--- config.mk ---
export PLATFORM = sky130hd
export DESIGN_NAME = ult_argmin_seq
export DESIGN_NICKNAME = d
export VERILOG_FILES = /design/src/rtl/ult_argmin_pkg.sv /design/src/rtl/ult_cmp.sv /design/src/rtl/ult_argmin_seq.sv
export SDC_FILE = /design/constraint.sdc
export NUM_CORES = 1
export LEC_CHECK = 0
export CORE_ASPECT_RATIO = 0.5
export CORE_MARGIN = 10
export CORE_UTILIZATION = 38
export DETAILED_ROUTE_END_ITERATION = 8
export SLEW_MARGIN = 20
export SYNTH_ARGS = -nofsm -noshare
export SYNTH_HDL_FRONTEND = slang
export SYNTH_SLANG_ARGS = --single-unit
export TNS_END_PERCENT = 100
--- constraint.sdc ---
create_clock -name CLK -period 2.4 [get_ports CLK]
set_input_delay 0.6 -clock CLK [delete_from_list [all_inputs] [get_ports CLK]]
set_output_delay 0.6 -clock CLK [all_outputs]
set_load 0.03 [all_outputs]
--- src/rtl/ult_argmin_pkg.sv ---
// Shared types and helpers for the streaming arg-min controller.
package ult_argmin_pkg;

  // Controller states: waiting for the first beat, scanning, and holding a result.
  typedef enum logic [1:0] {
    IDLE = 2'd0,
    SCAN = 2'd1,
    DONE = 2'd2
  } state_t;

  // Index width needed to address max_len beats.
  function automatic int idx_width(input int max_len);
    return $clog2(max_len);
  endfunction

endpackage

--- src/rtl/ult_cmp.sv ---
// Combinational unsigned less-than: out = in0 < in1, no sign extension.
module ult_cmp #(
  parameter int WIDTH = 4
) (
  input  logic [WIDTH-1:0] in0,
  input  logic [WIDTH-1:0] in1,
  output logic             out
);

  assign out = (in0 < in1);

endmodule

--- src/rtl/ult_argmin_seq.sv ---
// Streaming arg-min sequencer around a shared unsigned less-than comparator.
// Accepts one beat per cycle, tracks the running minimum and the index of its
// first occurrence, then presents min/index/length on a valid/ready output.
// Optional macro ULT_TRACK_MAX_EN adds first-occurrence maximum tracking
// (O_max / O_max_idx) through a second comparator.
module ult_argmin_seq
  import ult_argmin_pkg::*;
#(
  parameter int  WIDTH     = 4,
  parameter int  MAX_LEN   = 16,
  localparam int IDX_WIDTH = idx_width(MAX_LEN)
) (
  input  logic                 CLK,
  input  logic                 ASYNCRESET,
  input  logic                 I_valid,
  input  logic [WIDTH-1:0]     I_data,
  input  logic                 I_last,
  output logic                 I_ready,
  output logic                 O_valid,
  output logic [WIDTH-1:0]     O_min,
  output logic [IDX_WIDTH-1:0] O_idx,
  output logic [IDX_WIDTH:0]   O_len,
`ifdef ULT_TRACK_MAX_EN
  output logic [WIDTH-1:0]     O_max,
  output logic [IDX_WIDTH-1:0] O_max_idx,
`endif
  input  logic                 O_ready
);

  // A sequence is forced to end when the MAX_LEN-th beat arrives in SCAN.
  localparam logic [IDX_WIDTH:0] LAST_CNT = (IDX_WIDTH+1)'(MAX_LEN - 1);

  state_t                 state_reg;
  logic [WIDTH-1:0]       min_reg, min_next;
  logic [IDX_WIDTH-1:0]   idx_reg, idx_next;
  logic [IDX_WIDTH:0]     cnt_reg, cnt_next;
  logic                   seq_end;
  logic                   beat_acc;
  logic                   min_lt;

  assign I_ready  = (state_reg != DONE);
  assign beat_acc = I_valid & I_ready;

  ult_cmp #(.WIDTH(WIDTH)) u_cmp_min (
    .in0 (I_data),
    .in1 (min_reg),
    .out (min_lt)
  );

`ifdef ULT_TRACK_MAX_EN
  logic [WIDTH-1:0]     max_reg, max_next;
  logic [IDX_WIDTH-1:0] max_idx_reg, max_idx_next;
  logic                 max_gt;

  ult_cmp #(.WIDTH(WIDTH)) u_cmp_max (
    .in0 (max_reg),
    .in1 (I_data),
    .out (max_gt)
  );

  // Running max candidate for the current beat; strict compare keeps the first occurrence.
  always_comb begin
    max_next     = max_reg;
    max_idx_next = max_idx_reg;
    if (state_reg == IDLE) begin
      max_next     = I_data;
      max_idx_next = '0;
    end else if (max_gt) begin
      max_next     = I_data;
      max_idx_next = cnt_reg[IDX_WIDTH-1:0];
    end
  end
`endif

  // Running min candidate, beat count and end-of-sequence decision for the current beat.
  always_comb begin
    min_next = min_reg;
    idx_next = idx_reg;
    cnt_next = cnt_reg;
    seq_end  = 1'b0;
    if (state_reg == IDLE) begin
      min_next = I_data;
      idx_next = '0;
      cnt_next = (IDX_WIDTH+1)'(1);
      seq_end  = I_last;
    end else begin
      if (min_lt) begin
        min_next = I_data;
        idx_next = cnt_reg[IDX_WIDTH-1:0];
      end
      cnt_next = cnt_reg + 1'b1;
      seq_end  = I_last | (cnt_reg == LAST_CNT);
    end
  end

  // FSM plus running state and registered result outputs.
  always_ff @(posedge CLK or posedge ASYNCRESET) begin
    if (ASYNCRESET) begin
      state_reg   <= IDLE;
      min_reg     <= '0;
      idx_reg     <= '0;
      cnt_reg     <= '0;
      O_valid     <= 1'b0;
      O_min       <= '0;
      O_idx       <= '0;
      O_len       <= '0;
`ifdef ULT_TRACK_MAX_EN
      max_reg     <= '0;
      max_idx_reg <= '0;
      O_max       <= '0;
      O_max_idx   <= '0;
`endif
    end else begin
      case (state_reg)
        IDLE, SCAN: begin
          if (beat_acc) begin
            min_reg <= min_next;
            idx_reg <= idx_next;
            cnt_reg <= cnt_next;
`ifdef ULT_TRACK_MAX_EN
            max_reg     <= max_next;
            max_idx_reg <= max_idx_next;
`endif
            if (seq_end) begin
              state_reg <= DONE;
              O_valid   <= 1'b1;
              O_min     <= min_next;
              O_idx     <= idx_next;
              O_len     <= cnt_next;
`ifdef ULT_TRACK_MAX_EN
              O_max     <= max_next;
              O_max_idx <= max_idx_next;
`endif
            end else begin
              state_reg <= SCAN;
            end
          end
        end
        DONE: begin
          if (O_ready) begin
            state_reg <= IDLE;
            O_valid   <= 1'b0;
          end
        end
        default: begin
          state_reg <= IDLE;
          O_valid   <= 1'b0;
        end
      endcase
    end
  end

endmodule

==> flow_summary.ini <==
[floorplanning]
start_util_pct = 40.71
die_y_um = 63.48
num_rows = 15
pin_count = 24
die_x_um = 106.9
die-area_sq_um = 6788
core_area_sq_um = 3528

[power_and_ir_drop]
seq_power_share_pct = 38.7
p_clk_share_pct = 23.1
p_int_mw = 1.195
power_density_nw_per_um2 = 1007
p_sw_mw = 0.6778
switching_share_pct = 36.18
p_comb_share_pct = 38.2
leakage_nw = 0.8186
ir_drop_uv = 285.6

[finish]
drive_gt1_share_pct = 18.07
antenna_cells = 0
area.growth.synth_to_final_pct = 29.53
fin_nets = 179

[critical_path]
critPathArrivalTime_ns = 1.56
path_max_fanout = 7
endpoint_kind = output pin
r2r_start = cnt_reg[0]
path_class = flop to output pin
r2r_end = O_min[1]
cp.required_ns = 1.80
cp-start-kind = flop
reg2reg_depth = 7
r2r_slack_ns = 0.41
crit_start = state_reg[0]
endpoint = I_ready

[logic_synthesis]
async_flop_share_pct = 100.0
ys_seq_area_share_pct = 50.52
synth-seq-cells = 29
synth_edf_count = 0
ys_types = 37
synth_area_sq_um = 1436
synth_commonest_cells = 29 x dfrtp_1, 18 x nand2_1, 12 x o21ai_1
synth_top_area_share_pct = 50.52
avgSynthCellArea_sq_um = 10.96
yosysMostFrequentCell = dfrtp_1
syn-num-nets = 145
synth_flop_cell = dfrtp_1
netlist.top_cell.by_area = dfrtp_1
yosysWarnings = 0
synthTopCellsByArea = dfrtp_1 51%, nand2_1 4.7%, ha_1 4.4%
synthCells = 131

[place]
dp_hpwl_um = 2456
port_buffers = 23
gp_congestion = 0.7203
pre_cts_slack_ns = -0.04162

[clock_tree]
clk_latency_ns = 0.28
h-tree-depth = 2
tritoncts = yes
postCtsSetupBuffers = 0
cts.sinks = 29
hold_buffers = 0
cts_buffers = 5
clock_path_buffers = 2
cts_resized = 0
path_clk_slew_ns = 0.06
root_buffer = clkbuf_8

[global_routing]
grt_overflow = 0
grt_max_degree = 30
grt_use_total_pct = 10.22
antenna_found_initial = 0
grt_pass1_vias = 1150
grt_pass1_wl_um = 5575

[sta]
setup_violations = 0
max_clock_freq_mhz = 463.4
maxSlewViolCount = 0
finalCriticalPeriod_ns = 2.158
fin_crit_sh_pct = 89.92
setup_ws_ns = 0.2420
setup_tns_ns = 0
finalHoldViolCount = 0
clock_skew_ns = 0.003026
worstMarginPinSlew_ns = 0.4894
rsz0062_at_grt = false
relSlewSlack_pct = 67.25

[route]
drtIter0Drc = 33
viasPerCell = 5.028
wl_per_cell_um = 14.79
dr_total_vias = 1091
ant_nets = 0
routed_wl_um = 3210
drc = 0
first_pass_iters = 4

[flow_run]
cap_viol_max_count = 0

[run_status]
outcome = complete, no violations

[hold_path]
hold_class = flop to flop
stage by stage:
stage / total power, mW / std cells / utilization [%] / instance area (sq um) / hold slack (ns)
floorplan: 1.188 / 131 / - / 1436 / 0.4656
global placement: 1.439 / 209 / 49.86 / 1759 / 0.4592
detailed placement: 1.458 / 209 / 49.86 / 1759 / 0.4666
CTS: 1.899 / 217 / 52.73 / 1861 / 0.4805
global route: 1.999 / 217 / 52.73 / 1861 / 0.5128
finish: 1.873 / 217 / 52.73 / 1861 / 0.4734
layout make-up:
| cell class | count | area, sq um |
|---|---|---|
| Clock buffer | 7 | 96.34 |
| Clock inverter | 1 | 5.005 |
| Fill cell | 343 | 1668 |
| Inverter | 5 | 18.77 |
| Multi-Input combinational cell | 94 | 668.1 |
| Sequential cell | 29 | 725.7 |
| Tap cell | 51 | 63.81 |
| Timing Repair Buffer | 30 | 282.8 |
power by group through the flow:
stage          registers [mW]  clock network (mW)  logic (mW)
2_1_floorplan           0.829                   0       0.359
3_3_place_gp            0.728                   0       0.711
3_5_place_dp            0.731                   0       0.727
4_1_cts                 0.726               0.446       0.728
5_1_grt                 0.750               0.466       0.783
6_report                0.725               0.432       0.716
critical path, cell delays in order, from the launching register on:
cell	delay, ns
dfrtp_1	0.45
nand2b_1	0.15
clkdlybuf4s50_1	0.67
per-layer routing:
| layer | track usage, % | vias up | share of wire, % |
|---|---|---|---|
| met5 | 0 | - | 0 |
| met4 | 5.201 | 0 | 2.1 |
| met3 | 3.753 | 8 | 7.2 |
| met2 | 14.94 | 36 | 42 |
| met1 | 12.84 | 516 | 48 |
| li1 | - | 531 | - |
placed cells by master (no fill, tap or decap), drive strengths merged, types with 2 or more instances in the layout:
master / count
dfrtp: 29
clkdlybuf4s50: 23
nand2: 19
o21ai: 19
nor2: 8
clkbuf: 7
buf: 7
mux2i: 6
inv: 5
ha: 5
a22o: 4
a21oi: 4
mux2: 4
a31oi: 3
nand2b: 3
o31ai: 3
o21a: 3
nand3: 2
o211ai: 2
kinds of logic (layout without fill, tap and decap cells):
group / after synthesis / count (layout) / synth area share [%]
AO/OA/AOI/OAI: 39 / 39 / 20.04
XOR/XNOR: 2 / 2 / 1.220
adder cells (fa/ha/maj): 5 / 5 / 4.355
buffers and inverters: 8 / 43 / 2.962
flip-flops: 29 / 29 / 50.52
multiplexers: 10 / 10 / 8.101
AND/OR/NAND/NOR: 38 / 38 / 12.81
worst min-delay path by stage:
stage / startpoint / end / slack (ns) / depth (start not counted)
3_5_place_dp: O_valid / O_valid / 0.47 / 2
4_1_cts: O_valid / O_valid / 0.48 / 2
2_1_floorplan: idx_reg[0] / idx_reg[0] / 0.47 / 1
5_1_grt: O_min[3] / O_min[3] / 0.51 / 2
6_report: O_valid / O_valid / 0.47 / 2
3_3_place_gp: O_valid / O_valid / 0.46 / 2
No activity file was read; power rests on OpenSTA's default activity.
